[config.mk]
export PLATFORM = sky130hd
export DESIGN_NAME = vend_dispenser
export DESIGN_NICKNAME = d
export VERILOG_FILES = /design/src/rtl/vend_pkg.sv /design/src/rtl/vend_event_fifo.sv /design/src/rtl/vend_dispenser.sv
export SDC_FILE = /design/constraint.sdc
export NUM_CORES = 1
export LEC_CHECK = 0
export ABC_CLOCK_PERIOD_IN_PS = 2740
export CORE_UTILIZATION = 51
export DETAILED_ROUTE_END_ITERATION = 16
export PLACE_DENSITY = 0.76
export SYNTH_ARGS = -nofsm -noshare
export SYNTH_HDL_FRONTEND = slang
export SYNTH_SLANG_ARGS = --single-unit
export TNS_END_PERCENT = 1
[constraint.sdc]
create_clock -name clk -period 2.74 [get_ports clk]
set_clock_uncertainty 0.2 [all_clocks]
set_input_delay 0.685 -clock clk [delete_from_list [all_inputs] [get_ports clk]]
set_output_delay 0.685 -clock clk [all_outputs]
set_load 0.01 [all_outputs]
[src/rtl/vend_pkg.sv]
// Shared types for the vending machine FSM and its dispenser stage.
// Holds the change codes, dispenser state enum and FIFO entry payload.
package vend_pkg;

  typedef enum logic [1:0] {
    CHG_NONE = 2'b00,
    CHG_50   = 2'b01,
    CHG_100  = 2'b10,
    CHG_ILL  = 2'b11
  } change_t;

  typedef enum logic [1:0] {
    ST_IDLE  = 2'b00,
    ST_MOTOR = 2'b01,
    ST_COIN  = 2'b10,
    ST_GAP   = 2'b11
  } disp_state_t;

  typedef struct packed {
    logic    vend;
    change_t change;
  } vend_entry_t;

  // The illegal code is treated as "no change".
  function automatic change_t sanitize_change(input logic [1:0] c);
    return (c == 2'b11) ? CHG_NONE : change_t'(c);
  endfunction

endpackage

[src/rtl/vend_event_fifo.sv]
// Synchronous event FIFO for the dispenser; push and pop may happen in the
// same cycle even when full.
// Ports: clk, rst (sync, active-high), push/din, pop/dout, full, empty, count.
module vend_event_fifo
  import vend_pkg::*;
#(
  parameter int unsigned DEPTH = 4,
  localparam int unsigned AW = $clog2(DEPTH),
  localparam int unsigned CW = AW + 1
) (
  input  logic          clk,
  input  logic          rst,
  input  logic          push,
  input  vend_entry_t   din,
  input  logic          pop,
  output vend_entry_t   dout,
  output logic          full,
  output logic          empty,
  output logic [CW-1:0] count
);

  vend_entry_t   mem [DEPTH];
  logic [AW-1:0] wr_ptr;
  logic [AW-1:0] rd_ptr;
  logic [CW-1:0] cnt;
  logic          do_push;
  logic          do_pop;

  // A pop frees a slot in the same cycle, so a push while full is kept.
  assign do_pop  = pop && (cnt != '0);
  assign do_push = push && ((cnt != CW'(DEPTH)) || do_pop);

  always_ff @(posedge clk) begin
    if (rst) begin
      wr_ptr <= '0;
      rd_ptr <= '0;
      cnt    <= '0;
    end else begin
      if (do_push) begin
        mem[wr_ptr] <= din;
        wr_ptr      <= wr_ptr + AW'(1);
      end
      if (do_pop) begin
        rd_ptr <= rd_ptr + AW'(1);
      end
      cnt <= cnt + CW'(do_push) - CW'(do_pop);
    end
  end

  assign dout  = mem[rd_ptr];
  assign full  = (cnt == CW'(DEPTH));
  assign empty = (cnt == '0);
  assign count = cnt;

endmodule

[src/rtl/vend_dispenser.sv]
// Vend dispenser: turns bottle/change requests from the vending FSM into
// queued events and drives the motor and coin solenoids with fixed,
// non-overlapping pulses followed by an all-off gap.
// Ports: clk, rst (sync, active-high), vend, change[1:0] in;
//        motor, coin50, coin100, busy, overflow, illegal, dispensed_cnt[7:0] out.
// Build option: VEND_CHANGE_SPLIT_EN pays 100rs change as two 50rs pulses
// separated by a gap, and ties coin100 low.
module vend_dispenser
  import vend_pkg::*;
#(
  parameter int unsigned MOTOR_CYCLES = 8,
  parameter int unsigned PULSE_CYCLES = 4,
  parameter int unsigned GAP_CYCLES   = 2,
  parameter int unsigned FIFO_DEPTH   = 4
) (
  input  logic       clk,
  input  logic       rst,
  input  logic       vend,
  input  logic [1:0] change,
  output logic       motor,
  output logic       coin50,
  output logic       coin100,
  output logic       busy,
  output logic       overflow,
  output logic       illegal,
  output logic [7:0] dispensed_cnt
);

  localparam int unsigned MAX_MP = (MOTOR_CYCLES > PULSE_CYCLES) ? MOTOR_CYCLES : PULSE_CYCLES;
  localparam int unsigned MAX_P  = (MAX_MP > GAP_CYCLES) ? MAX_MP : GAP_CYCLES;
  localparam int unsigned TW     = $clog2(MAX_P + 1);
  localparam int unsigned QW     = $clog2(FIFO_DEPTH) + 1;

  vend_entry_t   sample;
  vend_entry_t   prev_q;
  vend_entry_t   head;
  vend_entry_t   cur_q;
  vend_entry_t   cur_n;
  disp_state_t   state;
  disp_state_t   state_n;
  logic [TW-1:0] tmr;
  logic [TW-1:0] tmr_n;
  logic          event_c;
  logic          pop;
  logic          push_ok;
  logic          full;
  logic          empty;
  logic [QW-1:0] q_count;
  logic [QW-1:0] q_count_n;
  logic          motor_d;
  logic          coin50_d;
  logic          coin100_d;
  logic          busy_d;
  logic          overflow_d;
  logic          illegal_d;
  logic [7:0]    dispensed_d;
`ifdef VEND_CHANGE_SPLIT_EN
  logic          half_q;
  logic          half_n;
`endif

  // Edge detect on the sanitized request: a held value is one event.
  always_comb begin
    sample.vend   = vend;
    sample.change = sanitize_change(change);
  end

  assign event_c   = (sample != '0) && (sample != prev_q);
  assign push_ok   = event_c && (!full || pop);
  assign q_count_n = q_count + QW'(push_ok) - QW'(pop);

  vend_event_fifo #(
    .DEPTH (FIFO_DEPTH)
  ) u_fifo (
    .clk   (clk),
    .rst   (rst),
    .push  (event_c),
    .din   (sample),
    .pop   (pop),
    .dout  (head),
    .full  (full),
    .empty (empty),
    .count (q_count)
  );

  // State register, phase timer and the entry being served.
  always_ff @(posedge clk) begin
    if (rst) begin
      state  <= ST_IDLE;
      tmr    <= '0;
      cur_q  <= '0;
      prev_q <= '0;
`ifdef VEND_CHANGE_SPLIT_EN
      half_q <= 1'b0;
`endif
    end else begin
      state  <= state_n;
      tmr    <= tmr_n;
      cur_q  <= cur_n;
      prev_q <= sample;
`ifdef VEND_CHANGE_SPLIT_EN
      half_q <= half_n;
`endif
    end
  end

  // Next state; the timer is reloaded on every state entry.
  always_comb begin
    state_n = state;
    tmr_n   = (tmr != '0) ? tmr - TW'(1) : tmr;
    cur_n   = cur_q;
    pop     = 1'b0;
`ifdef VEND_CHANGE_SPLIT_EN
    half_n  = half_q;
`endif
    case (state)
      ST_IDLE: begin
        if (!empty) begin
          pop   = 1'b1;
          cur_n = head;
`ifdef VEND_CHANGE_SPLIT_EN
          half_n = 1'b0;
`endif
          if (head.vend) begin
            state_n = ST_MOTOR;
            tmr_n   = TW'(MOTOR_CYCLES - 1);
          end else begin
            state_n = ST_COIN;
            tmr_n   = TW'(PULSE_CYCLES - 1);
          end
        end
      end
      ST_MOTOR: begin
        if (tmr == '0) begin
          if (cur_q.change != CHG_NONE) begin
            state_n = ST_COIN;
            tmr_n   = TW'(PULSE_CYCLES - 1);
          end else begin
            state_n = ST_GAP;
            tmr_n   = TW'(GAP_CYCLES - 1);
          end
        end
      end
      ST_COIN: begin
        if (tmr == '0) begin
          state_n = ST_GAP;
          tmr_n   = TW'(GAP_CYCLES - 1);
        end
      end
      ST_GAP: begin
        if (tmr == '0) begin
`ifdef VEND_CHANGE_SPLIT_EN
          // Second half of a split 100rs payout.
          if ((cur_q.change == CHG_100) && !half_q) begin
            half_n  = 1'b1;
            state_n = ST_COIN;
            tmr_n   = TW'(PULSE_CYCLES - 1);
          end else
`endif
          state_n = ST_IDLE;
        end
      end
      default: state_n = ST_IDLE;
    endcase
  end

  // Output next values; drives follow the state one cycle later.
  always_comb begin
    motor_d   = (state == ST_MOTOR);
    coin50_d  = 1'b0;
    coin100_d = 1'b0;
    if (state == ST_COIN) begin
`ifdef VEND_CHANGE_SPLIT_EN
      coin50_d  = (cur_q.change == CHG_50) || (cur_q.change == CHG_100);
`else
      coin50_d  = (cur_q.change == CHG_50);
      coin100_d = (cur_q.change == CHG_100);
`endif
    end
    busy_d      = (state_n != ST_IDLE) || (q_count_n != '0);
    overflow_d  = overflow || (event_c && full && !pop);
    illegal_d   = illegal || (change == 2'b11);
    dispensed_d = dispensed_cnt;
    if ((state == ST_MOTOR) && (tmr == '0) && (dispensed_cnt != 8'hFF)) begin
      dispensed_d = dispensed_cnt + 8'd1;
    end
  end

  always_ff @(posedge clk) begin
    if (rst) begin
      motor         <= 1'b0;
      coin50        <= 1'b0;
      coin100       <= 1'b0;
      busy          <= 1'b0;
      overflow      <= 1'b0;
      illegal       <= 1'b0;
      dispensed_cnt <= 8'd0;
    end else begin
      motor         <= motor_d;
      coin50        <= coin50_d;
      coin100       <= coin100_d;
      busy          <= busy_d;
      overflow      <= overflow_d;
      illegal       <= illegal_d;
      dispensed_cnt <= dispensed_d;
    end
  end

endmodule

After elaboration in Yosys (flattened, before gate mapping)
Memory sizes are Yosys's and may differ from the RTL's. A register that Yosys moved wholly into a read port is not among the register bits.
Index checks and enable logic that the tools add are counted.
{"block": "totals", "word_cells": 84, "ram_bits": 12, "input_bits": 5, "output_inout_bits": 14, "memories": 1, "register_bits": 32}
{"block": "classes", "n_addsub": 8, "n_reduce_logical": 26, "bitwise": 2, "eq_ne": 10, "mux": 22}
{"name": "u_fifo.mem", "depth": 4, "width": 3, "read_ports": 1, "rd_clocked_by_memory_dff": 1, "write_ports": 1, "line": "vend_event_fifo.sv:22", "source": "vend_entry_t mem [DEPTH];"}
{"operator": "2-to-1 mux 2 bit", "count": 9}
{"operator": "2-to-1 mux 4 bit", "count": 4}
{"operator": "one-hot mux 4 bit (3 select lines)", "count": 1}
{"operator": "nonzero test 3 bit", "count": 3}
{"operator": "adder 8 x 1 -> 8 bit (second input constant)", "count": 1}
{"operator": "== test 2 bit (second input constant)", "count": 4}
{"operator": "logical AND 1 bit", "count": 8}
{"operator": "inequality test 8 bit (second input constant)", "count": 1}
{"operator": "one-hot mux 2 bit (4 select lines)", "count": 1}
{"operator": "adder 3 x 1 -> 3 bit", "count": 2}
{"operator": "2-to-1 mux 1 bit", "count": 6}
{"operator": "subtractor 3 x 1 -> 3 bit", "count": 2}
{"operator": "logical OR 1 bit", "count": 5}
{"operator": "adder 2 x 1 -> 2 bit (second input constant)", "count": 2}
{"operator": "== test 2 x 1 -> 1 bit (second input constant)", "count": 2}
{"operator": "logical NOT 4 bit", "count": 1}
{"operator": "nonzero test 2 bit", "count": 2}
{"operator": "nonzero test 4 bit", "count": 1}
{"operator": "subtractor 4 x 1 -> 4 bit (second input constant)", "count": 1}
{"operator": "== test 3 bit (second input constant)", "count": 1}
{"operator": "logical NOT 3 bit", "count": 1}
{"operator": "2-to-1 mux 3 bit", "count": 1}
{"operator": "inequality test 3 bit", "count": 1}
{"operator": "inequality test 3 bit (second input constant)", "count": 1}
{"operator": "other kinds (5)", "count": 7}

Longest topological paths before layout
Gate-level depths: netlist of the first run.
{"block": "depth", "word_depth": 9, "mapped_depth": 11, "depth_no_buf": 11}

By module
Synthesis of the first run repeated with hierarchy kept, for this count alone.
{"block": "hier_totals", "hier_cells": 211, "hier_area_um2": 2193.4}
{"module": "vend_dispenser", "instances": 1, "area_each_um2": 1287.5, "cells_per_inst": 148}
{"module": "vend_event_fifo", "instances": 1, "area_each_um2": 905.9, "cells_per_inst": 63}

Worst setup path before layout of the first run
OpenSTA, ideal clock, no wires.
{"block": "synth_path", "kind": "in2reg", "from": "input port change[0]", "to": "register busy", "t_arrival_ps": 2428, "setup_slack_ps": -20, "required_ps": 2408, "stages": 10, "setup_ps": 132, "path_cell_list": "inv_1 ha_1 xnor2_1 nand3_1 nand3_1 inv_1 ha_1 fa_1 nor4_1 a21oi_1"}
{"item": "start: declaration", "line": "vend_dispenser.sv:19", "source": "input logic [1:0] change,"}
{"item": "end signal: assignment", "line": "vend_dispenser.sv:202", "source": "busy <= busy_d;"}
{"item": "end: declaration", "line": "vend_dispenser.sv:23", "source": "output logic busy,"}

==> results of run 1 <==
registers in the layout, indices dropped and copies added (netlist names), 2 cells and up, named ones only:
register and count:
u_fifo.mem 12, tmr 4, u_fifo.wr_ptr 2, cur_q 2, dispensed_cnt 8, state 2, u_fifo.count 3, u_fifo.rd_ptr 2
prev_q 3
cell families (layout without fill, tap and decap cells):
| logic type | count (synthesis) | after routing |
|---|---|---|
| multiplexers | 7 | 7 |
| adder cells (fa/ha/maj) | 16 | 16 |
| AND/OR/NAND/NOR | 75 | 75 |
| flip-flops | 46 | 46 |
| AO/OA/AOI/OAI | 28 | 28 |
| XOR/XNOR | 9 | 9 |
| buffers and inverters | 25 | 68 |
repair_timing:
item | 4_1_cts | 5_1_grt
resized for setup | 3 | 5
pin swaps | 2 | 4
endpoints found under the setup margin | 3 | 3
gates cloned | 0 | 0
buffers inserted | 6 | 0
layout make-up:
type                            instances  area share, %
Clock inverter                          1           1.12
Timing Repair Buffer                   42           13.2
Inverter                               18           2.53
Multi-Input combinational cell        135           39.0
Tap cell                               50           2.34
Clock buffer                            7           2.85
Sequential cell                        46           38.9
worst max-delay path, delay by kind of cell:
kind                     cells  cell delay (ps)
buffers and inverters        3              220
adder cells (fa/ha/maj)      3              860
AND/OR/NAND/NOR              3              530
XOR/XNOR                     1              160
AO/OA/AOI/OAI                1              100
where the power goes:
group	internal [mW]	total, mW	switching (mW)
Sequential	0.829	0.942	0.113
Clock	0.273	0.485	0.212
Combinational	0.495	1.00	0.506
Total	1.60	2.43	0.831
metal layers:
metal	global-route usage [%]	routed length [um]	vias to the layer above
li1	-	-	808
met1	25.4	1880	774
met2	34.0	2060	21
met3	5.74	120	4
met4	6.12	34	0
met5	0	0	-
stage by stage:
stage               setup TNS (ps)  cell area [um^2]  setup WS [ps]  hold slack (ps)  power, mW
global route                     0              2670           90.8              294       2.60
detailed placement           -2570              2520           -538              259       1.90
finish                           0              2670            160              277       2.43
global placement             -1680              2520           -410              253       1.86
CTS                              0              2680           67.8              278       2.44
floorplan                        0              2180           39.2              252       1.61
worst max path at each step:
| stage | endpoint | slack [ps] | cells after the start |
|---|---|---|---|
| after floorplan | busy | 40 | 10 |
| after global placement | busy | -410 | 11 |
| after detailed placement | busy | -540 | 11 |
| after CTS | busy | 70 | 11 |
| after global routing | busy | 90 | 11 |
| final | busy | 160 | 11 |
cells in the mapped netlist (2+ instances only):
| cell | instances | area [um^2] |
|---|---|---|
| sky130_fd_sc_hd__xnor2_1 | 6 | 52.6 |
| sky130_fd_sc_hd__nor3_1 | 7 | 35.0 |
| sky130_fd_sc_hd__dfxtp_1 | 34 | 681 |
| sky130_fd_sc_hd__mux2_2 | 3 | 33.8 |
| sky130_fd_sc_hd__inv_1 | 17 | 63.8 |
| sky130_fd_sc_hd__a21oi_1 | 8 | 40.0 |
| sky130_fd_sc_hd__nand2_1 | 7 | 26.3 |
| sky130_fd_sc_hd__a41oi_1 | 2 | 17.5 |
| sky130_fd_sc_hd__nor4_1 | 2 | 12.5 |
| sky130_fd_sc_hd__a31oi_1 | 4 | 25.0 |
| sky130_fd_sc_hd__nand3_1 | 7 | 35.0 |
| sky130_fd_sc_hd__a211oi_1 | 2 | 15.0 |
| sky130_fd_sc_hd__xor2_1 | 3 | 26.3 |
| sky130_fd_sc_hd__edfxtp_1 | 12 | 360 |
| sky130_fd_sc_hd__nand2b_1 | 6 | 37.5 |
| sky130_fd_sc_hd__nor3b_1 | 7 | 52.6 |
| sky130_fd_sc_hd__o21ai_0 | 3 | 15.0 |
| sky130_fd_sc_hd__nor4b_1 | 2 | 17.5 |
| sky130_fd_sc_hd__ha_1 | 14 | 175 |
| sky130_fd_sc_hd__a311oi_1 | 2 | 17.5 |
| sky130_fd_sc_hd__fa_1 | 2 | 40.0 |
| sky130_fd_sc_hd__nor2b_1 | 7 | 43.8 |
| sky130_fd_sc_hd__nor2_1 | 21 | 78.8 |
| sky130_fd_sc_hd__o31ai_1 | 3 | 22.5 |
| sky130_fd_sc_hd__mux4_2 | 3 | 67.6 |
| sky130_fd_sc_hd__clkbuf_1 | 4 | 15.0 |
==> metrics.txt, run 1 <==
# TYPE chip_impl_metric gauge
chip_impl_info{name="crit_slowest_cell",value="sky130_fd_sc_hd__fa_1"} 1
chip_impl_metric{name="synth_adder_area_share",unit="%"} 9.89
chip_impl_info{name="final_common_cell",value="sky130_fd_sc_hd__dfxtp_1"} 1
chip_impl_info{name="mostFrequentLayoutCells",value="sky130_fd_sc_hd__dfxtp_1, sky130_fd_sc_hd__buf_4, sky130_fd_sc_hd__nor2_1"} 1
chip_impl_metric{name="drt_first_pass_iters",unit=""} 4
chip_impl_metric{name="area.sequential",unit="um^2"} 1040
chip_impl_metric{name="worst_path_largest_cell_delay",unit="ps"} 460
chip_impl_metric{name="area_delta_synth_final",unit="%"} 22.9
chip_impl_metric{name="multi_input_gate_area_in_the_final_layout",unit="um^2"} 1040
chip_impl_metric{name="ir_drop",unit="uV"} 432
chip_impl_metric{name="synth_mux_area_share",unit="%"} 5.12
chip_impl_metric{name="ff2ff_setup_slack",unit="ps"} 260
chip_impl_metric{name="max_cap_violations",unit=""} 0
chip_impl_info{name="cts_tree",value="built"} 1
chip_impl_metric{name="routabilityCongestion",unit=""} 0.816
chip_impl_metric{name="slew_limit_headroom",unit="%"} 63.0
chip_impl_metric{name="max-clock-path-buffers",unit=""} 2
chip_impl_info{name="cts_root_buf",value="sky130_fd_sc_hd__clkbuf_8"} 1
chip_impl_metric{name="finalCritPeriodShare",unit="%"} 94.2
chip_impl_metric{name="timing.reg2reg.worst_path_depth",unit=""} 8
chip_impl_metric{name="number_of_cells_on_the_worst_hold_path",unit=""} 2
chip_impl_metric{name="routedWlPerCell",unit="um"} 13.7
chip_impl_metric{name="antenna_cells_inserted",unit=""} 0
chip_impl_metric{name="hpwl",unit="um"} 2820
chip_impl_info{name="synth-main-ff-cell",value="sky130_fd_sc_hd__dfxtp_1"} 1
chip_impl_metric{name="cp_data_required_time",unit="ps"} 2720
chip_impl_metric{name="drt_initial_violations",unit=""} 65
chip_impl_metric{name="placementRows",unit=""} 23
chip_impl_metric{name="coreArea",unit="um^2"} 4060
chip_impl_metric{name="initial_utilization",unit="%"} 53.6
chip_impl_metric{name="final_layout_fill_cell_count",unit=""} 315
chip_impl_metric{name="power_density",unit="nW/um^2"} 908
chip_impl_metric{name="chipWidth",unit="um"} 67.3
chip_impl_metric{name="grt_first_pass_wirelength",unit="um"} 6780
chip_impl_metric{name="number_of_buffers_created_by_cts",unit=""} 5
chip_impl_metric{name="synthesis.yosys.warnings",unit=""} 0
chip_impl_metric{name="first_global_vias",unit=""} 1565
chip_impl_metric{name="synth_nets",unit=""} 227
chip_impl_metric{name="synth_edf_count",unit=""} 12
chip_impl_metric{name="route.detailed.drc",unit=""} 0
chip_impl_metric{name="ant_nets",unit=""} 0
chip_impl_info{name="worst_hold_path.endpoint",value="illegal"} 1
chip_impl_metric{name="worst-endpoint-arrival",unit="ps"} 2560
chip_impl_metric{name="tightest_slew",unit="ps"} 549
chip_impl_metric{name="post_cts_hold_buffer_count",unit=""} 0
chip_impl_metric{name="final_nets",unit=""} 269
chip_impl_metric{name="antenna_found_initial",unit=""} 0
chip_impl_metric{name="synth-compound-area-share",unit="%"} 9.26
chip_impl_metric{name="cts.sinks",unit=""} 46
chip_impl_metric{name="dpl.cell_count",unit=""} 285
chip_impl_metric{name="fmaxAchievable",unit="MHz"} 388
chip_impl_metric{name="die_area",unit="um^2"} 4530
chip_impl_metric{name="route.final.wire_length",unit="um"} 4100
chip_impl_metric{name="final.min_clock_period",unit="ps"} 2580
chip_impl_metric{name="clock_insertion_delay_at_the_later_pin_of_the_skew_report",unit="ps"} 290
chip_impl_info{name="holdCritPathClass",value="reg2reg"} 1
chip_impl_metric{name="setup_viol",unit=""} 0
chip_impl_metric{name="leakagePower",unit="nW"} 1.05
chip_impl_info{name="worst_r2r_endpoint",value="busy"} 1
chip_impl_metric{name="synth_seq_cells",unit=""} 46
chip_impl_info{name="hold_path_startpoint",value="illegal"} 1
chip_impl_metric{name="syn-mean-instance-area",unit="um^2"} 10.6
chip_impl_metric{name="ctsHtreeMaxLevel",unit=""} 2
chip_impl_info{name="worstPathCellList",value="clkbuf_2 > inv_1 > ha_1 > xnor2_1 > nand3_1 > nand3_2 > inv_1 > ha_1 > fa_1 > nor4_2 > a21oi_1"} 1
chip_impl_metric{name="unique_cell_type_count_in_the_yosys_netlist",unit=""} 44
chip_impl_metric{name="synth.yosys.seq_area_share",unit="%"} 47.8
chip_impl_metric{name="finalNonFillerCells",unit=""} 299
chip_impl_metric{name="total_congestion_overflow",unit=""} 0
chip_impl_info{name="crit_path_start_kind",value="input port"} 1
chip_impl_info{name="timing.rr.start",value="u_fifo.count[2]"} 1
chip_impl_metric{name="clk_pin_slew_worst_paths",unit="ps"} 80
chip_impl_metric{name="synth_area",unit="um^2"} 2180
chip_impl_metric{name="design.portCount",unit=""} 19
chip_impl_metric{name="post_route_cells_drive_above_1_share",unit="%"} 16.9
chip_impl_metric{name="timing.final.max_slew_violations",unit=""} 0
chip_impl_info{name="timing_worst_setup_path_type",value="in2reg"} 1
chip_impl_metric{name="vias",unit=""} 1607
chip_impl_info{name="outcome",value="completed"} 1
chip_impl_metric{name="async_flop_share",unit="%"} 0
chip_impl_metric{name="track_usage",unit="%"} 20.3
chip_impl_info{name="combinational_family_with_the_most_area_after_synthesis",value="simple AND/OR/NAND/NOR gates"} 1
chip_impl_metric{name="die_y",unit="um"} 67.3
chip_impl_metric{name="synth_cells",unit=""} 206
chip_impl_metric{name="post_synth_xor_area_fraction",unit="%"} 3.62
chip_impl_metric{name="grt_start_max_net_pins",unit=""} 24
chip_impl_metric{name="portBuffers",unit=""} 18
chip_impl_metric{name="worstPathMaxFanout",unit=""} 3
chip_impl_info{name="grt_setup_unrepaired",value="no"} 1
chip_impl_info{name="worst_setup_path_startpoint",value="change[0]"} 1
chip_impl_info{name="cp_capture_type",value="register"} 1
chip_impl_metric{name="simple_gate_fraction_of_synth_area",unit="%"} 19.6
chip_impl_metric{name="hold_violations",unit=""} 0
chip_impl_metric{name="vias_per_cell",unit=""} 5.37
chip_impl_metric{name="finish.utilization",unit="%"} 65.9
Power figures use the tool's default switching activity.
==> run 2, diff against run 1 <==
--- a/config.mk
+++ b/config.mk
@@ -6,9 +6,10 @@
 export NUM_CORES = 1
 export LEC_CHECK = 0
 export ABC_CLOCK_PERIOD_IN_PS = 2740
-export CORE_UTILIZATION = 51
+export CORE_MARGIN = 4
+export CORE_UTILIZATION = 25
 export DETAILED_ROUTE_END_ITERATION = 16
-export PLACE_DENSITY = 0.76
+export PLACE_DENSITY = 0.45
 export SYNTH_ARGS = -nofsm -noshare
 export SYNTH_HDL_FRONTEND = slang
 export SYNTH_SLANG_ARGS = --single-unit
==> run 2 against run 1 <==
  * Largest cell class unchanged
  * Power is 1.8% lower
  * Critical endpoint unchanged
  * Wire length is 2.6% higher
  * Sequential power is 0.6% lower
  * Maximum frequency is 4.5% higher
==> metrics.txt, run 2 (synthesis results as in run 1) <==
# TYPE chip_impl_metric gauge
chip_impl_metric{name="largest_register_ffs",unit=""} 12
chip_impl_metric{name="hold_violations",unit=""} 0
chip_impl_metric{name="chipWidth",unit="um"} 101
chip_impl_metric{name="drt_first_pass_iters",unit=""} 4
chip_impl_metric{name="timing.final.max_slew_violations",unit=""} 0
chip_impl_metric{name="ant_nets",unit=""} 0
chip_impl_metric{name="power_density",unit="nW/um^2"} 882
chip_impl_metric{name="worst-endpoint-arrival",unit="ps"} 2450
chip_impl_info{name="grt_setup_unrepaired",value="no"} 1
chip_impl_info{name="worst_setup_path_startpoint",value="change[0]"} 1
chip_impl_metric{name="design.portCount",unit=""} 19
chip_impl_info{name="regMostFlops",value="u_fifo.mem"} 1
chip_impl_metric{name="dpl-instance-area",unit="um^2"} 2600
chip_impl_metric{name="hold-worst-slack",unit="ps"} 274
chip_impl_info{name="cts_tree",value="built"} 1
chip_impl_metric{name="cts.sinks",unit=""} 46
chip_impl_metric{name="total_congestion_overflow",unit=""} 0
chip_impl_metric{name="post_layout_worst_setup_margin",unit="ps"} 272
chip_impl_metric{name="finalCritPeriodShare",unit="%"} 90.1
chip_impl_metric{name="tns",unit="ps"} 0
chip_impl_metric{name="finalNonFillerCells",unit=""} 347
chip_impl_info{name="cp_capture_type",value="register"} 1
chip_impl_metric{name="route.final.wire_length",unit="um"} 4200
chip_impl_metric{name="cp_data_required_time",unit="ps"} 2730
chip_impl_info{name="crit_path_start_kind",value="input port"} 1
chip_impl_metric{name="hpwl",unit="um"} 3100
chip_impl_metric{name="final.min_clock_period",unit="ps"} 2470
chip_impl_info{name="mostFrequentLayoutCells",value="sky130_fd_sc_hd__dfxtp_1, sky130_fd_sc_hd__nor2_1, sky130_fd_sc_hd__inv_1"} 1
chip_impl_metric{name="placementRows",unit=""} 33
chip_impl_info{name="holdCritPathClass",value="reg2reg"} 1
chip_impl_metric{name="ctsHtreeMaxLevel",unit=""} 2
chip_impl_info{name="timing_worst_setup_path_type",value="in2reg"} 1
chip_impl_metric{name="finish.utilization",unit="%"} 32.4
chip_impl_metric{name="final_nets",unit=""} 262
chip_impl_metric{name="dpl.cell_count",unit=""} 339
chip_impl_metric{name="fmaxAchievable",unit="MHz"} 405
chip_impl_metric{name="die_area",unit="um^2"} 10300
chip_impl_metric{name="coreArea",unit="um^2"} 8340
chip_impl_metric{name="slew_limit_headroom",unit="%"} 64.0
chip_impl_metric{name="area_delta_synth_final",unit="%"} 24.2
chip_impl_metric{name="clk_pin_slew_worst_paths",unit="ps"} 80
chip_impl_metric{name="grt.met2_usage",unit="%"} 14.0
chip_impl_metric{name="setup_viol",unit=""} 0
chip_impl_info{name="top_regs",value="u_fifo.mem (12), dispensed_cnt (8), tmr (4)"} 1
chip_impl_metric{name="max-clock-path-buffers",unit=""} 2
chip_impl_metric{name="track_usage",unit="%"} 8.89
chip_impl_metric{name="route.detailed.drc",unit=""} 0
chip_impl_metric{name="portBuffers",unit=""} 18
chip_impl_metric{name="leakagePower",unit="nW"} 1.02
chip_impl_metric{name="place_worst_setup_slack",unit="ps"} -476
chip_impl_metric{name="post_route_cells_drive_above_1_share",unit="%"} 14.5
chip_impl_info{name="hold_path_startpoint",value="illegal"} 1
chip_impl_metric{name="antenna_found_initial",unit=""} 0
chip_impl_metric{name="vias",unit=""} 1545
chip_impl_info{name="timing.rr.start",value="u_fifo.count[1]"} 1
chip_impl_info{name="cts_root_buf",value="sky130_fd_sc_hd__clkbuf_8"} 1
chip_impl_metric{name="final_layout_fill_cell_count",unit=""} 858
chip_impl_metric{name="die_y",unit="um"} 101
chip_impl_info{name="final_common_cell",value="sky130_fd_sc_hd__dfxtp_1"} 1
chip_impl_metric{name="initial_utilization",unit="%"} 26.1
chip_impl_metric{name="antenna_cells_inserted",unit=""} 0
chip_impl_metric{name="grt_start_max_net_pins",unit=""} 43
chip_impl_metric{name="post-cts-setup-buffer-count",unit=""} 0
chip_impl_metric{name="ir_drop",unit="uV"} 342
chip_impl_metric{name="max_cap_violations",unit=""} 0
chip_impl_metric{name="routedWlPerCell",unit="um"} 12.1
chip_impl_metric{name="number_of_buffers_created_by_cts",unit=""} 5
chip_impl_metric{name="tightest_slew",unit="ps"} 535
chip_impl_metric{name="gr-usage-met1",unit="%"} 11.0
chip_impl_metric{name="vias_per_cell",unit=""} 4.45
chip_impl_info{name="outcome",value="completed"} 1
chip_impl_metric{name="clock_insertion_delay_at_the_later_pin_of_the_skew_report",unit="ps"} 300
chip_impl_metric{name="fin_area",unit="um^2"} 2700
chip_impl_metric{name="p_total",unit="mW"} 2.38
chip_impl_metric{name="grt_first_pass_wirelength",unit="um"} 7020
chip_impl_metric{name="drt_initial_violations",unit=""} 38
chip_impl_info{name="grt.busiest_layer",value="met2"} 1
chip_impl_metric{name="grt_use_met3",unit="%"} 2.34
chip_impl_metric{name="first_global_vias",unit=""} 1492
chip_impl_metric{name="worstPathMaxFanout",unit=""} 3
chip_impl_metric{name="routabilityCongestion",unit=""} 0.741
==> run 2: changes by cell type in the layout (fill, tap and decap cells not counted), sizes merged <==
| cell | delta |
|---|---|
| buf | -7 |
==> run 2: critical path: stages <==
cell,delay [ps]
sky130_fd_sc_hd__clkbuf_2,110
sky130_fd_sc_hd__inv_1,50
sky130_fd_sc_hd__ha_1,210
sky130_fd_sc_hd__xnor2_1,140
sky130_fd_sc_hd__nand3_1,120
sky130_fd_sc_hd__nand3_2,100
sky130_fd_sc_hd__inv_1,60
sky130_fd_sc_hd__ha_1,190
sky130_fd_sc_hd__fa_1,440
sky130_fd_sc_hd__nor4_2,270
sky130_fd_sc_hd__a21oi_1,90
==> run 2: final cells by class <==
class | instances | area, um^2 | area share [%]
multi-input cells | 135 | 1040 | 38.6
flip-flops and latches | 46 | 1040 | 38.5
repair buffers | 35 | 313 | 11.6
well taps | 105 | 131 | 4.86
clock buffers | 7 | 76.3 | 2.82
inverters | 18 | 67.6 | 2.50
clock inverters | 1 | 30.0 | 1.11
==> run 2: metal layers <==
layer	wire (um)	part of all wire (%)
met2	1960	47
met1	2030	48
met4	95	2.3
met5	0	0
met3	115	2.7
==> run 2: worst paths after layout <==
check | end | slack [ps] | cells after the start
setup / recovery | busy | 270 | 11
setup reg to reg | u_fifo.count[2] | 400 | 10
hold / removal | illegal | 270 | 2
hold reg to reg | illegal | 270 | 2
==> run 2: timing repair <==
item	in CTS	in global routing
resized for setup	2	6
hold buffers	0	0
pin swaps	2	4
setup endpoints to repair	3	1
==> run 2: where the power goes <==
| part | internal [mW] | total [mW] | switching, mW |
|---|---|---|---|
| Sequential | 0.828 | 0.936 | 0.108 |
| Clock | 0.273 | 0.496 | 0.223 |
| Combinational | 0.478 | 0.951 | 0.473 |
==> run 3, diff against run 2 <==
--- a/config.mk
+++ b/config.mk
@@ -7,9 +7,9 @@
 export LEC_CHECK = 0
 export ABC_CLOCK_PERIOD_IN_PS = 2740
 export CORE_MARGIN = 4
-export CORE_UTILIZATION = 25
+export CORE_UTILIZATION = 51
 export DETAILED_ROUTE_END_ITERATION = 16
-export PLACE_DENSITY = 0.45
+export PLACE_DENSITY = 0.78
 export SYNTH_ARGS = -nofsm -noshare
 export SYNTH_HDL_FRONTEND = slang
 export SYNTH_SLANG_ARGS = --single-unit
==> run 3 against run 2 <==
  * Sequential share of layout area is 0.99 points higher
  * Global-route usage is 7.2 points higher
  * Die area is 48% lower
  * Critical endpoint unchanged
  * Cell count is 16% lower
  * Critical path type unchanged
  * Critical path depth is 1 higher
  * Power is 5.1% lower
  * Worst hold slack better by 9.3 ps
==> metrics.txt, run 3 (synthesis results as in run 1) <==
# TYPE chip_impl_metric gauge
chip_impl_info{name="outcome",value="completed"} 1
chip_impl_metric{name="initial_utilization",unit="%"} 53.6
chip_impl_metric{name="max-clock-path-buffers",unit=""} 2
chip_impl_metric{name="hold-worst-slack",unit="ps"} 283
chip_impl_metric{name="coreArea",unit="um^2"} 4060
chip_impl_metric{name="area_delta_synth_final",unit="%"} 21.1
chip_impl_metric{name="clock_insertion_delay_at_the_later_pin_of_the_skew_report",unit="ps"} 290
chip_impl_metric{name="cts.sinks",unit=""} 46
chip_impl_metric{name="cellInternalPower",unit="mW"} 1.47
chip_impl_metric{name="routabilityCongestion",unit=""} 0.786
chip_impl_metric{name="tns",unit="ps"} 0
chip_impl_metric{name="power.net_switching",unit="uW"} 788
chip_impl_metric{name="post_cts_hold_buffer_count",unit=""} 0
chip_impl_metric{name="ctsHtreeMaxLevel",unit=""} 2
chip_impl_metric{name="clk_pin_slew_worst_paths",unit="ps"} 80
chip_impl_metric{name="hpwl",unit="um"} 2890
chip_impl_metric{name="chipWidth",unit="um"} 73.3
chip_impl_metric{name="fmaxAchievable",unit="MHz"} 387
chip_impl_info{name="cp_capture_type",value="register"} 1
chip_impl_metric{name="finalCritPeriodShare",unit="%"} 94.3
chip_impl_metric{name="dpl-instance-area",unit="um^2"} 2530
chip_impl_metric{name="antenna_found_initial",unit=""} 0
chip_impl_metric{name="area.sequential",unit="um^2"} 1040
chip_impl_metric{name="track_usage",unit="%"} 16.1
chip_impl_metric{name="vias",unit=""} 1590
chip_impl_metric{name="multi_input_gate_area_in_the_final_layout",unit="um^2"} 1060
chip_impl_info{name="top_layer",value="met4"} 1
chip_impl_metric{name="fin_area",unit="um^2"} 2640
chip_impl_metric{name="largest_register_ffs",unit=""} 12
chip_impl_metric{name="cp_data_required_time",unit="ps"} 2720
chip_impl_metric{name="route.final.wire_length",unit="um"} 3930
chip_impl_metric{name="wl_met1",unit="um"} 1730
chip_impl_info{name="top_regs",value="u_fifo.mem (12), dispensed_cnt (8), tmr (4)"} 1
chip_impl_metric{name="worst-endpoint-arrival",unit="ps"} 2560
chip_impl_metric{name="power_density",unit="nW/um^2"} 858
chip_impl_metric{name="wl_met2",unit="um"} 2000
chip_impl_info{name="holdCritPathClass",value="reg2reg"} 1
chip_impl_metric{name="final_layout_fill_cell_count",unit=""} 316
chip_impl_metric{name="vias_per_cell",unit=""} 5.45
chip_impl_metric{name="proportion_of_power_drawn_by_flip_flops_and_latches",unit="%"} 41.7
chip_impl_metric{name="final_nets",unit=""} 262
chip_impl_metric{name="grt_first_pass_wirelength",unit="um"} 6800
chip_impl_info{name="regMostFlops",value="u_fifo.mem"} 1
chip_impl_metric{name="finish.utilization",unit="%"} 64.9
chip_impl_metric{name="route.detailed.drc",unit=""} 0
chip_impl_metric{name="antenna_cells_inserted",unit=""} 0
chip_impl_info{name="crit_slowest_cell",value="sky130_fd_sc_hd__fa_2"} 1
chip_impl_metric{name="worst_path_largest_cell_delay",unit="ps"} 340
chip_impl_metric{name="leakagePower",unit="nW"} 1.01
chip_impl_info{name="final_common_cell",value="sky130_fd_sc_hd__dfxtp_1"} 1
chip_impl_metric{name="met3_wirelength_from_detailed_routing",unit="um"} 150
chip_impl_metric{name="post_layout_worst_setup_margin",unit="ps"} 157
chip_impl_metric{name="routedWlPerCell",unit="um"} 13.5
chip_impl_metric{name="worstPathMaxFanout",unit=""} 3
chip_impl_metric{name="design.portCount",unit=""} 19
chip_impl_info{name="cts_tree",value="built"} 1
chip_impl_metric{name="die_area",unit="um^2"} 5380
chip_impl_metric{name="placementRows",unit=""} 23
chip_impl_metric{name="hold_violations",unit=""} 0
chip_impl_metric{name="total_congestion_overflow",unit=""} 0
chip_impl_metric{name="ant_nets",unit=""} 0
chip_impl_info{name="timing_worst_setup_path_type",value="in2reg"} 1
chip_impl_metric{name="post_route_cells_drive_above_1_share",unit="%"} 16.1
chip_impl_metric{name="final.min_clock_period",unit="ps"} 2580
chip_impl_info{name="mostFrequentLayoutCells",value="sky130_fd_sc_hd__dfxtp_1, sky130_fd_sc_hd__nor2_1, sky130_fd_sc_hd__inv_1"} 1
chip_impl_metric{name="ir_drop",unit="uV"} 455
chip_impl_metric{name="comb_power_share",unit="%"} 41.4
chip_impl_metric{name="place_worst_setup_slack",unit="ps"} -487
chip_impl_info{name="crit_path_start_kind",value="input port"} 1
chip_impl_info{name="grt_setup_unrepaired",value="no"} 1
chip_impl_metric{name="first_global_vias",unit=""} 1531
chip_impl_metric{name="portBuffers",unit=""} 18
chip_impl_metric{name="setup_viol",unit=""} 0
chip_impl_metric{name="slew_limit_headroom",unit="%"} 60.6
chip_impl_metric{name="grt_start_max_net_pins",unit=""} 43
chip_impl_metric{name="max_cap_violations",unit=""} 0
chip_impl_metric{name="drt_first_pass_iters",unit=""} 4
chip_impl_metric{name="drt_initial_violations",unit=""} 56
chip_impl_info{name="worstPathCellList",value="clkdlybuf4s15_1 > inv_1 > ha_2 > xnor2_2 > nand3_2 > nand3_2 > inv_1 > ha_1 > fa_2 > xnor2_1 > nor4_1 > a21oi_1"} 1
chip_impl_metric{name="post-cts-setup-buffer-count",unit=""} 0
chip_impl_metric{name="number_of_buffers_created_by_cts",unit=""} 5
chip_impl_info{name="cts_root_buf",value="sky130_fd_sc_hd__clkbuf_8"} 1
chip_impl_metric{name="power.share.clock",unit="%"} 16.9
chip_impl_metric{name="power.share.switching",unit="%"} 34.8
chip_impl_metric{name="die_y",unit="um"} 73.3
chip_impl_metric{name="timing.final.max_slew_violations",unit=""} 0
chip_impl_metric{name="tightest_slew",unit="ps"} 586
run 3: final cells by class:
type | count | area share [%]
Clock inverter | 2 | 0.332
Inverter | 18 | 2.56
Clock buffer | 6 | 2.75
Timing Repair Buffer | 35 | 12.1
Tap cell | 50 | 2.37
Sequential cell | 46 | 39.5
Multi-Input combinational cell | 135 | 40.4
run 3: routing by layer:
metal	track usage [%]	vias up
li1	-	796
met1	19.5	760
met2	27.5	29
met3	3.83	5
met4	6.64	0
met5	0	-
run 3: final timing paths:
check                  startpoint       to  slack (ps)  depth (start not counted)
setup / recovery        change[1]     busy         160                         12
setup reg to reg  u_fifo.count[1]     busy         310                          9
hold / removal            illegal  illegal         280                          2
hold reg to reg           illegal  illegal         280                          2
run 3: repair_timing:
action                     in CTS  in global routing
resized for setup               2                 10
setup endpoints to repair       2                  1
pin swaps                       2                  7
run 3: critical path: cells and delay by family:
family / cells / cell delay, ps
AO/OA/AOI/OAI: 1 / 90
XOR/XNOR: 2 / 260
AND/OR/NAND/NOR: 3 / 490
buffers and inverters: 3 / 310
adder cells (fa/ha/maj): 3 / 710
run 3: through the flow:
step	power (mW)	cells
final	2.26	292
after global routing	2.45	292
after CTS	2.28	292
after detailed placement	1.90	284
after global placement	1.86	284
after floorplan	1.61	206
run 3: power by group through the flow:
stage	Clock [mW]	Sequential, mW	Combinational (mW)
2_1_floorplan	0	0.943	0.667
3_3_place_gp	0	0.955	0.901
3_5_place_dp	0	0.960	0.936
4_1_cts	0.394	0.945	0.941
5_1_grt	0.421	0.967	1.07
6_report	0.383	0.943	0.935
==> patch 1 (settings of run 3) <==
Add a define of `VEND_CHANGE_SPLIT_EN`.
--- a/src/rtl/vend_dispenser.sv
+++ b/src/rtl/vend_dispenser.sv
@@ -5,6 +5,8 @@
 //        motor, coin50, coin100, busy, overflow, illegal, dispensed_cnt[7:0] out.
 // Build option: VEND_CHANGE_SPLIT_EN pays 100rs change as two 50rs pulses
 // separated by a gap, and ties coin100 low.
+`define VEND_CHANGE_SPLIT_EN
+
 module vend_dispenser
   import vend_pkg::*;
 #(
Check against the original RTL: not equivalent (Yosys sat finds a counterexample within 4 cycles, from zero or initial values and one cycle with rst high).
==> patch 1 against run 3 <==
  * Worst hold slack worse by 0.029 ns
  * Area after synthesis is 5.3% higher
  * Highest routed layer unchanged
  * Utilization is 3.5 points lower
  * Final cell count increased by 1.4%
  * First-iteration DRC count is 84% higher
  * Wire length is 1.3% higher
  * Design area is 1.5% higher
  * Register-to-register slack worse by 0.14 ns
  * Via count down 1.3%
  * Worst setup slack got worse by 0.046 ns
  * Sequential power decreased by 2%
  * Total power rose by 10%
  * Sequential cell count unchanged
==> patch 1: results <==
set metrics [dict create \
    outcome "complete, no violations" \
    ys.flop_type "dfxtp_1" \
    dp_hpwl_mm 2.88 \
    postPlaceCellArea_um2 2550 \
    post-cts-setup-buffers 1 \
    htree_num_levels 2 \
    largestRegisters "u_fifo.mem x12, dispensed_cnt x8, tmr x4" \
    cp.arrival_ns 2.66 \
    hold_path_class "flop to flop" \
    synth_area_leaders "dfxtp_1 30%, edfxtp_1 16%, ha_1 8.7%" \
    wire_per_inst_um 13.5 \
    grt_usage_pct 15.3 \
    antenna_cells 0 \
    syn_avg_cell_area_um2 10.6 \
    final_layout_size_suffix_gt1_share_pct 15.2 \
    port_buffers 17 \
    synth-edff-count 12 \
    drtPass1Iterations 4 \
    grt_pass1_wl_mm 6.58 \
    async_flop_share_pct 0 \
    worst-path-max-fanout 3 \
    synth_fp_nets 240 \
    avgViaCountPerCell 5.30 \
    synth.distinct_cells 53 \
    ir_drop_mv 0.500 \
    critPathSlowestCell "fa_2" \
    cts_buffers 5 \
    synthAdderAreaFrac_pct 10.5 \
    hold_viol_final 0 \
    post_cts_resize_count 7 \
    dp_cells 287 \
    path_delay_family "adder cells" \
    dp_slack_ns -0.531 \
    drt_iter0_drc 103 \
    antenna_found_initial 0 \
    synth_commonest_cells "34 x dfxtp_1, 20 x inv_1, 18 x nor2_1, 16 x ha_1" \
    place_congestion 0.815 \
    fin_cells 296 \
    synth-xor-area-share_pct 3.82 \
    clk_pin_slew_worst_paths_ns 0.08 \
    cts_buffer_depth 2 \
    yosysWarnings 0 \
    fillers 353 \
    nets 266 \
    synth_mux_area_share_pct 5.46 \
    cellLeakagePower_nw 1.08 \
    cts-root-buf "clkbuf_8" \
    synth_compound_area_share_pct 9.06 \
    seq_area_frac_synth_pct 45.4 \
    cp_slowest_stage_delay_ns 0.52 \
    grt_max_degree 19 \
    grt_pass1_vias 1437 \
    insertion_delay_ns 0.30 \
]
==> patch 1: cell families (layout without fill, tap and decap cells) <==
family | count (synthesis) | in the layout
adders and majority gates | 18 | 18
muxes | 8 | 8
xor gates and xnor gates | 10 | 10
and+or+nand+nor | 75 | 75
buffers and inverters | 30 | 57
other | 1 | 1
DFF | 46 | 46
AOI/OAI and AO/OA | 29 | 29
==> patch 1: power by group <==
group,internal (W),switching [W]
Combinational,0.000516,0.000556
Sequential,0.000831,0.0000958
Clock,0.000269,0.000227
==> patch 1: through the flow <==
stage | util, % | total power [W]
final | 61.4 | 0.00250
after detailed placement | 58.6 | 0.00201
after floorplan | - | 0.00177
after CTS | 61.3 | 0.00251
after global routing | 61.4 | 0.00270
after global placement | 58.6 | 0.00197
==> patch 1: layer usage <==
| layer | track usage [%] | vias to the layer above | share of wire [%] |
|---|---|---|---|
| li1 | - | 806 | - |
| met5 | 0 | - | 0 |
| met1 | 20.7 | 740 | 49 |
| met4 | 5.53 | 0 | 0.58 |
| met3 | 3.87 | 2 | 3.2 |
| met2 | 23.9 | 22 | 47 |
==> patch 1: area by class of cell <==
class,instances,area (um^2),area share [%]
clock buffer,5,68.8,2.57
clock inverter,3,40.0,1.50
multi-input combinational,141,1130,42.2
inverter,20,75.1,2.81
sequential,46,1040,38.9
tap,52,65.1,2.43
timing repair buffer,29,255,9.54
==> patch 1: worst paths after layout <==
check | to | slack, ns | depth (start not counted) | startpoint
hold / removal | overflow$_SDFF_PP0_ | 0.25 | 2 | overflow$_SDFF_PP0_
setup / recovery | u_fifo.count[1]$_SDFF_PP0_ | 0.11 | 10 | change[0]
setup reg to reg | busy$_SDFF_PP0_ | 0.17 | 9 | u_fifo.count[1]$_SDFF_PP0_
hold reg to reg | overflow$_SDFF_PP0_ | 0.25 | 2 | overflow$_SDFF_PP0_
==> patch 2 (settings of run 3) <==
Made on the original files. Put one more register stage on the output `dispensed_cnt`. The value now appears one clock later. The other outputs are not delayed to match.
--- a/src/rtl/vend_dispenser.sv
+++ b/src/rtl/vend_dispenser.sv
@@ -31,6 +31,8 @@
   localparam int unsigned TW     = $clog2(MAX_P + 1);
   localparam int unsigned QW     = $clog2(FIFO_DEPTH) + 1;
 
+  logic [7:0] dispensed_cnt_s0;
+
   vend_entry_t   sample;
   vend_entry_t   prev_q;
   vend_entry_t   head;
@@ -180,9 +182,9 @@
     busy_d      = (state_n != ST_IDLE) || (q_count_n != '0);
     overflow_d  = overflow || (event_c && full && !pop);
     illegal_d   = illegal || (change == 2'b11);
-    dispensed_d = dispensed_cnt;
-    if ((state == ST_MOTOR) && (tmr == '0) && (dispensed_cnt != 8'hFF)) begin
-      dispensed_d = dispensed_cnt + 8'd1;
+    dispensed_d = dispensed_cnt_s0;
+    if ((state == ST_MOTOR) && (tmr == '0) && (dispensed_cnt_s0 != 8'hFF)) begin
+      dispensed_d = dispensed_cnt_s0 + 8'd1;
     end
   end
 
@@ -194,7 +196,7 @@
       busy          <= 1'b0;
       overflow      <= 1'b0;
       illegal       <= 1'b0;
-      dispensed_cnt <= 8'd0;
+      dispensed_cnt_s0 <= 8'd0;
     end else begin
       motor         <= motor_d;
       coin50        <= coin50_d;
@@ -202,8 +204,12 @@
       busy          <= busy_d;
       overflow      <= overflow_d;
       illegal       <= illegal_d;
-      dispensed_cnt <= dispensed_d;
-    end
+      dispensed_cnt_s0 <= dispensed_d;
+    end
+  end
+
+  always_ff @(posedge clk) begin
+    dispensed_cnt <= dispensed_cnt_s0;
   end
 
 endmodule
Check against the original RTL: same outputs for any inputs over 10 cycles, from zero or initial values and one cycle with rst high; that may be too few to reach the edited logic, so the function may still have changed.
==> patch 2 against run 3 <==
  * Design area grew 7.4%
  * Highest routed layer unchanged
  * Sequential cell count grew 8
  * Combinational power is essentially flat
  * Utilization shrank 1.3 points
  * Wire length grew 2.4%
  * Worst setup slack gained 0.0012 ns
  * Synthesized cell count grew 2.9%
  * Critical path type unchanged
  * Critical endpoint unchanged
  * Via count shrank 2.1%
  * Area after synthesis grew 9.3%
  * Critical path depth shrank 3
  * Worst hold slack lost 0.095 ns
  * Register-to-register slack gained 0.06 ns
  * Total power grew 10%
==> patch 2: results <==
set metrics [dict create \
    place_congestion 0.759 \
    syn_avg_cell_area_um2 11.2 \
    antenna_cells 0 \
    antenna_found_initial 0 \
    synth_area_leaders "dfxtp_1 35%, edfxtp_1 15%, ha_1 7.4%" \
    min_path_cells 0 \
    holdPathEnd "dispensed_cnt[1]$_DFF_P_" \
    r2r_cells 8 \
    insertion_delay_ns 0.31 \
    worst-path-max-fanout 3 \
    met3WireLength_um 146 \
    outcome "complete, no violations" \
    hold_path_class "flop to flop" \
    seq_power_w 0.00107 \
    cellLeakagePower_nw 1.09 \
    final_layout_size_suffix_gt1_share_pct 15.3 \
    r2r_slack_ns 0.37 \
    grt_max_degree 18 \
    synth_commonest_cells "42 x dfxtp_1, 21 x nor2_1, 16 x inv_1, 14 x ha_1, 12 x edfxtp_1" \
    critPathSlowestCell "clkdlybuf4s50_1" \
    wl_met1_mm 1.85 \
    nets 268 \
    routed_wl_mm 4.03 \
    grt_usage_pct 14.7 \
    dp_hpwl_mm 3.02 \
    avgViaCountPerCell 5.19 \
    fin_cells 300 \
    crit_end "busy$_SDFF_PP0_" \
    synth.distinct_cells 49 \
    dp_cells 292 \
    dr_wl_met2_mm 1.98 \
    grt_pass1_vias 1506 \
    largestRegisters "u_fifo.mem x12, dispensed_cnt x8, dispensed_cnt_s0 x8" \
    ir_drop_mv 0.432 \
    p_total_w 0.00249 \
    seq_area_frac_synth_pct 50.5 \
    pg_comb_w 0.000932 \
    min-delay-start "dispensed_cnt_s0[1]$_SDFFE_PP0P_" \
    clk_pin_slew_worst_paths_ns 0.09 \
    p_sw_w 0.000846 \
    timing.critical_path.from "vend" \
    drtPass1Iterations 4 \
    drt_iter0_drc 65 \
    cp_slowest_stage_delay_ns 0.51 \
    synth_fp_nets 233 \
    relSlewSlack_pct 65.7 \
    cp.arrival_ns 2.59 \
]
[patch 2: cell count changes in the layout (fill, tap and decap cells not counted), moves of 3 or more]
cell / before / now
dfxtp_1: 34 / 42
nor3_1: 7 / 4
mux2_2: 3 / 0
mux2_1: 0 / 4
nor2b_1: 7 / 10
[patch 2: routing by layer]
metal / up-vias / global-route usage (%)
met5: - / 0
met4: 0 / 4.89
met3: 6 / 5.08
met2: 17 / 25.4
met1: 722 / 16.9
li1: 812 / -
[patch 2: final cells by class]
cell class / instances / area (um^2)
Clock buffer: 7 / 97.6
Clock inverter: 1 / 7.51
Fill cell: 350 / 1620
Inverter: 17 / 63.8
Multi-Input combinational cell: 135 / 1100
Sequential cell: 54 / 1200
Tap cell: 52 / 65.1
Timing Repair Buffer: 34 / 298
[patch 2: cells by family after synthesis]
group | after synthesis | synth area share, %
multiplexers | 8 | 5.16
flip-flops | 54 | 50.5
buffers and inverters | 23 | 3.84
XOR/XNOR | 9 | 3.32
AND/OR/NAND/NOR | 73 | 18.5
adder cells (fa/ha/maj) | 16 | 9.05
AO/OA/AOI/OAI | 29 | 9.63
[patch 2: what timing repair did]
item | 4_1_cts | 5_1_grt
setup endpoints to repair | 2 | 1
pin swaps | 3 | 0
resized for setup | 2 | 1
setup buffers | 0 | 0
[patch 2: per-stage QoR]
stage | hold WS (ns) | setup TNS (ns) | worst slack [ns] | util [%] | cell area [um^2]
after CTS | 0.193 | 0 | 0.132 | 63.5 | 2820
after global routing | 0.209 | 0 | 0.0694 | 63.7 | 2830
after floorplan | 0.160 | 0 | 0.0380 | - | 2380
after detailed placement | 0.183 | -1.89 | -0.473 | 61.2 | 2720
after global placement | 0.172 | -1.40 | -0.413 | 61.2 | 2720
final | 0.189 | 0 | 0.159 | 63.7 | 2830
